**src/rtl/mux2_arb_if.sv**
```systemverilog
// Valid/ready bundle shared by two producers, the mux2_arb arbiter and its consumer.
// master = producer/consumer side, slave = arbiter side.
interface mux2_arb_if #(parameter int W = 8);
    logic         req0_valid;
    logic [W-1:0] req0_data;
    logic         req0_ready;
    logic         req1_valid;
    logic [W-1:0] req1_data;
    logic         req1_ready;
    logic         out_valid;
    logic [W-1:0] out_data;
    logic         out_ready;
    logic         sel;

    modport master (
        output req0_valid, req0_data, req1_valid, req1_data, out_ready,
        input  req0_ready, req1_ready, out_valid, out_data, sel
    );

    modport slave (
        input  req0_valid, req0_data, req1_valid, req1_data, out_ready,
        output req0_ready, req1_ready, out_valid, out_data, sel
    );
endinterface

```
**src/rtl/mux2_arb.sv**
```systemverilog
// Two-requester round-robin arbiter feeding one registered W-bit output slot.
// Optional per-requester saturating grant counters under `MUX2_ARB_CNT_EN.
module mux2_arb #(
    parameter int W  = 8,
    parameter int CW = 16
) (
    input  logic      clk,
    input  logic      rst_n,
    mux2_arb_if.slave bus
`ifdef MUX2_ARB_CNT_EN
    ,
    output logic [CW-1:0] cnt0,
    output logic [CW-1:0] cnt1
`endif
);
    typedef enum logic {EMPTY = 1'b0, FULL = 1'b1} state_t;

    state_t       state, state_nxt;
    logic [1:0]   vld;
    logic [1:0]   rdy;
    logic         g;
    logic         last;
    logic         sel_q;
    logic         load;
    logic         grant;
    logic [W-1:0] data_q;

    assign vld = {bus.req1_valid, bus.req0_valid};

    // Round robin only matters on a tie; otherwise the lone requester wins.
    always_comb begin
        g = 1'b0;
        case (vld)
            2'b10:   g = 1'b1;
            2'b11:   g = ~last;
            default: g = 1'b0;
        endcase
    end

    assign load  = (state == EMPTY) || bus.out_ready;
    // rst_n gating keeps both readys low while reset is held.
    assign grant = rst_n && load && (|vld);
    assign rdy   = {grant && g, grant && !g};

    always_ff @(posedge clk or negedge rst_n) begin
        if (!rst_n) state <= EMPTY;
        else        state <= state_nxt;
    end

    always_comb begin
        state_nxt = state;
        if (load) state_nxt = (|vld) ? FULL : EMPTY;
    end

    always_ff @(posedge clk or negedge rst_n) begin
        if (!rst_n) begin
            data_q <= '0;
            sel_q  <= 1'b0;
            last   <= 1'b1;
        end else if (grant) begin
            data_q <= g ? bus.req1_data : bus.req0_data;
            sel_q  <= g;
            last   <= g;
        end
    end

    assign bus.req0_ready = rdy[0];
    assign bus.req1_ready = rdy[1];
    assign bus.out_valid  = (state == FULL);
    assign bus.out_data   = data_q;
    assign bus.sel        = sel_q;

`ifdef MUX2_ARB_CNT_EN
    logic [1:0][CW-1:0] cnt_q;

    for (genvar i = 0; i < 2; i++) begin : g_cnt
        always_ff @(posedge clk or negedge rst_n) begin
            if (!rst_n)                          cnt_q[i] <= '0;
            else if (rdy[i] && (cnt_q[i] != '1)) cnt_q[i] <= cnt_q[i] + 1'b1;
        end
    end

    assign cnt0 = cnt_q[0];
    assign cnt1 = cnt_q[1];
`endif
endmodule

```
**src/flat_wrapper.sv**
```systemverilog
// flat-port wrapper written by rule: the top's interface ports become plain ports
module mux2_arb_flat 
#(
    parameter int W  = 8,
    parameter int CW = 16
)
  (clk, rst_n, bus_req0_valid, bus_req0_data, bus_req1_valid, bus_req1_data, bus_out_ready, bus_req0_ready, bus_req1_ready, bus_out_valid, bus_out_data, bus_sel);
  mux2_arb_if #(.W(W)) bus_i ();
  input  logic clk;
  input  logic rst_n;
  input wire logic [$bits(bus_i.req0_valid)-1:0] bus_req0_valid;
  input wire logic [$bits(bus_i.req0_data)-1:0] bus_req0_data;
  input wire logic [$bits(bus_i.req1_valid)-1:0] bus_req1_valid;
  input wire logic [$bits(bus_i.req1_data)-1:0] bus_req1_data;
  input wire logic [$bits(bus_i.out_ready)-1:0] bus_out_ready;
  output wire logic [$bits(bus_i.req0_ready)-1:0] bus_req0_ready;
  output wire logic [$bits(bus_i.req1_ready)-1:0] bus_req1_ready;
  output wire logic [$bits(bus_i.out_valid)-1:0] bus_out_valid;
  output wire logic [$bits(bus_i.out_data)-1:0] bus_out_data;
  output wire logic [$bits(bus_i.sel)-1:0] bus_sel;
  assign bus_i.req0_valid = bus_req0_valid;
  assign bus_i.req0_data = bus_req0_data;
  assign bus_i.req1_valid = bus_req1_valid;
  assign bus_i.req1_data = bus_req1_data;
  assign bus_i.out_ready = bus_out_ready;
  assign bus_req0_ready = bus_i.req0_ready;
  assign bus_req1_ready = bus_i.req1_ready;
  assign bus_out_valid = bus_i.out_valid;
  assign bus_out_data = bus_i.out_data;
  assign bus_sel = bus_i.sel;
  mux2_arb #(.W(W), .CW(CW)) u_core (.clk(clk), .rst_n(rst_n), .bus(bus_i));
endmodule
```
**config.mk**
```make
export PLATFORM = sky130hd
export DESIGN_NAME = mux2_arb_flat
export DESIGN_NICKNAME = d
export VERILOG_FILES = /design/src/rtl/mux2_arb_if.sv /design/src/rtl/mux2_arb.sv /design/src/flat_wrapper.sv
export SDC_FILE = /design/constraint.sdc
export NUM_CORES = 1
export LEC_CHECK = 0
export BUFFER_PORTS_ARGS = -buffer_cell sky130_fd_sc_hd__clkbuf_2
export CAP_MARGIN = 25
export CORE_AREA = 4 4 41 43
export CTS_CLUSTER_SIZE = 24
export DETAILED_ROUTE_END_ITERATION = 8
export DIE_AREA = 0 0 45 47
export PLACE_DENSITY_LB_ADDON = 0.15
export SETUP_SLACK_MARGIN = 0.02
export SLEW_MARGIN = 10
export SYNTH_ARGS = -nofsm -noshare
export SYNTH_HDL_FRONTEND = slang
export SYNTH_SLANG_ARGS = --single-unit
```
**constraint.sdc**
```tcl
create_clock -name clk -period 3.7 [get_ports clk]
set_input_delay 0.925 -clock clk [delete_from_list [all_inputs] [get_ports clk]]
set_output_delay 0.925 -clock clk [all_outputs]
set_load 0.02 [all_outputs]
```
-- Word-level counts from Yosys, hierarchy flattened
Cells that the tools add are included.
- add/subtract/negate cells: 0
- $mul: 0
- div/mod/pow operators: 0
- magnitude comparators: 0
- equality and inequality tests: 2
- shift operators: 0
- mux-type cells: 3
- bitwise gates (word level): 2
- reduce and logical (&&, ||, !) cells: 7
- operator list (operator ; count):
    8-bit 2-to-1 mux ; 1
    2-bit == test, second input constant ; 2
    1-bit logical AND ; 4
    1-bit inverter ; 2
    1-bit one-hot mux with 2 select lines ; 1
    2-bit OR reduction ; 1
    1-bit logical NOT ; 1
    1-bit logical OR ; 1
    1-bit 2-to-1 mux ; 1
- bits in registers: 11
- latch bits: 0
- memory bits (writable): 0
- bits in read-only memories: 0
- bits of input ports: 21
- output and inout bits: 12
- word-level logic and storage cells: 18
- memories: 0

-- Longest topological paths before layout
- word-level depth: 5
- depth in mapped cells: 4
- gate-level depth less buffers: 3

-- Least setup slack after synthesis
OpenSTA, ideal clock, no wires.
- path kind: input-to-output
- start: input bus_out_ready
- end: output bus_req1_ready
- arrival: 1.418 ns
- required time: 2.775 ns
- path slack: 1.357 ns
- stages: 3
- path buffers: 1
- path through: nand2b_4 and4_2 buf_6
- cells in the longest elaborated chain, start to end: 4
- RTL lines (element ; RTL line ; text):
    start, declared ; flat_wrapper.sv:15 ; input wire logic [$bits(bus_i.out_ready)-1:0] bus_out_ready;
    1-bit logical OR ; mux2_arb.sv:40 ; assign load = (state == EMPTY) || bus.out_ready;
    1-bit logical AND (2 in a row) ; mux2_arb.sv:42 ; assign grant = rst_n && load && (|vld);
    1-bit logical AND ; mux2_arb.sv:43 ; assign rdy = {grant && g, grant && !g};
    end, declared ; flat_wrapper.sv:17 ; output wire logic [$bits(bus_i.req1_ready)-1:0] bus_req1_ready;
Every way passes these cells.

-- Worst setup path after layout
- start: input bus_out_ready
- end: output bus_req0_ready
- cells in the longest elaborated chain, start to end: 4
- RTL lines (element ; RTL line ; text):
    1-bit logical OR ; mux2_arb.sv:40 ;
    1-bit logical AND (2 in a row) ; mux2_arb.sv:42 ;
    1-bit logical AND ; mux2_arb.sv:43 ;
    end, declared ; flat_wrapper.sv:16 ; output wire logic [$bits(bus_i.req0_ready)-1:0] bus_req0_ready;
Every way passes these cells.

==> flow_summary.yaml <==
outcome:
  status: "finished clean"
sta:
  relSlewSlack: 0.795
  finalSetupViolCount: 0
  fmax_mhz: 365
  period_share: 0.740
  hold_viol: 0
  final.min_clock_period_ns: 2.74
  tns_ns: 0
  worstMarginPinSlew_ns: 0.308
  clock_skew_ns: 0.00427
  rsz0062_at_grt: "false"
  maxSlewViolCount: 0
setup_path:
  critPathTopFamily: "compound AO/OA/AOI/OAI gates"
  cp_common_cell: "clkbuf_2"
  endpoint_kind: "output port"
  critical_path_class: "in -> out"
  crit_chain: "clkbuf_2, nand2b_4, o2111a_1, clkbuf_2"
  worstRegToRegCells: 3
  startpoint_type: "input pin"
  cp.required_ns: 2.77
  crit_buf_inv: 2
  critical_path.max_stage_delay_ns: 0.40
  timing.rr.end: "u_core.bus.out_data[0]"
  worstPathArrival_ns: 1.81
  crit_fanout: 12
  reg2reg_from: "u_core.last"
  r2r_slack_ns: 2.36
  crit_slowest_cell: "o2111a_1"
synth:
  synth.largest_area_cell: "dfrtp_1"
  netlist-cell-type-count: 15
  syn-num-nets: 71
  synth_top_cell_area_share: 0.456
  synth_area_leaders: "dfrtp_1, a221o_1, a31oi_1"
  netlist_instances: 50
  yosysSeqAreaShare: 0.503
  syn_area_um2: 549
  synth.most_common_cell: "dfrtp_1"
  synth_edf_count: 0
  synthArstFlopShare: 1.00
  synth_seq_cells: 11
  synth_warnings: 0
  yosys_most_used_dff: "dfrtp_1"
  avgSynthCellArea_um2: 11.0
  synth_common_cells: "dfrtp_1, inv_1, a221o_1, a31oi_1, buf_2"
pwr:
  p_per_area_nw_per_um2: 477
  irDropWorstVdd_mv: 0.244
  swShare: 0.326
  internal_power_mw: 0.233
  seqPwrFrac: 0.452
  switchingPower_mw: 0.113
  power_leakage_nw: 0.402
  clkPwrFrac: 0.227
  power_frac_comb: 0.321
place:
  place_area_um2: 698
  gp_congestion: 0.722
  dpl.hpwl_mm: 1.05
  io_buffers: 32
layout:
  drive_above_1_share: 0.476
  antenna_cells: 0
  nets: 104
  fin_area_um2: 724
  area_delta_synth_final_pct: 31.9
drt:
  first_pass_iters: 4
  wl_mm: 1.29
  first_iter_violations: 11
  via_per_inst: 5.28
  vias: 512
  drc: 0
  wire_per_inst_um: 13.3
  antenna_left: 0
clock_network:
  cts-resized-gates: 0
  root_buffer: "clkbuf_4"
  path_clk_slew_ns: 0.07
  cts_tree: "done"
  clock-sinks: 11
  cts_buffers: 3
  cts_max_level: 1
  postCtsSetupBuffers: 0
  hold_buffers: 0
  clock_path_buffers: 2
  clk-insertion-delay-late_ns: 0.26
die:
  die_area_um2: 2120
  die_x_um: 45
  dieHeight_um: 47
  row_count: 13
  io_pins: 33
  floorplan.initialDensity: 0.422
  coreArea_um2: 1300
global_route:
  antenna_found_initial: 0
  grt_max_degree: 19
  grt.overflow.total: 0
  first_global_vias: 476
  grt_pass1_wl_mm: 2.06
  grt_use_total: 0.135
run:
  max_cap_violations: 0
min_path:
  holdCritPathClass: "in -> async"
-- through the flow --
| step | power (mW) | worst slack (ns) | instances | hold slack (ns) | utilization |
|---|---|---|---|---|---|
| floorplan | 0.230 | 1.36 | 50 | 0.501 | - |
| global placement | 0.270 | 0.985 | 93 | 0.473 | 0.537 |
| detailed placement | 0.270 | 0.972 | 93 | 0.469 | 0.537 |
| CTS | 0.351 | 0.972 | 97 | 0.454 | 0.557 |
| global route | 0.372 | 0.916 | 97 | 0.439 | 0.557 |
| finish | 0.345 | 0.963 | 97 | 0.460 | 0.557 |
-- layout by cell type, fill, tap and decap left out, drive strengths merged --
master	netlist	layout
buf	5	1
inv	9	9
clkbuf	0	36
nand2b	2	2
o2111a	1	1
or2	1	1
and4	1	1
nand2	1	1
a221o	8	8
nand3	1	1
dfrtp	10	10
a21o	2	2
a31oi	8	8
dfstp	1	1
-- registers in the layout (all words and copies together) (netlist names) --
register and cells:
u_core.bus.out_data 8, u_core.bus.out_valid 1, u_core.bus.sel 1, u_core.last 1
-- cells by family after synthesis --
logic type | Yosys count | share of synthesized area
AO/OA/AOI/OAI | 19 | 0.285
buffers and inverters | 14 | 0.130
flip-flops | 11 | 0.503
AND/OR/NAND/NOR | 6 | 0.0820
-- routing by layer --
layer	part of all wire	GRT usage
met1	0.44	0.177
met4	0.0039	0.0351
met2	0.47	0.215
met5	0	0
met3	0.080	0.0460
-- area by class of cell --
type / instances / area [um^2]
Sequential cell: 11 / 277
Timing Repair Buffer: 33 / 168
Multi-Input combinational cell: 25 / 201
Inverter: 9 / 33.8
Tap cell: 15 / 18.8
Fill cell: 128 / 577
Clock buffer: 4 / 26.3
-- power groups by stage --
| stage | Clock, mW | Combinational (mW) | Sequential, mW |
|---|---|---|---|
| finish | 0.0783 | 0.111 | 0.156 |
| global route | 0.0925 | 0.121 | 0.159 |
| floorplan | 0 | 0.0466 | 0.183 |
| global placement | 0 | 0.113 | 0.157 |
| detailed placement | 0 | 0.112 | 0.158 |
| CTS | 0.0824 | 0.112 | 0.156 |
-- worst max-delay path by stage --
stage | from | endpoint | cells after the start
floorplan | bus_out_ready | bus_req1_ready | 3
global placement | bus_out_ready | bus_req0_ready | 4
detailed placement | bus_out_ready | bus_req0_ready | 4
CTS | bus_out_ready | bus_req0_ready | 4
global route | bus_out_ready | bus_req0_ready | 4
finish | bus_out_ready | bus_req0_ready | 4
No activity file was read; power rests on OpenSTA's default activity.
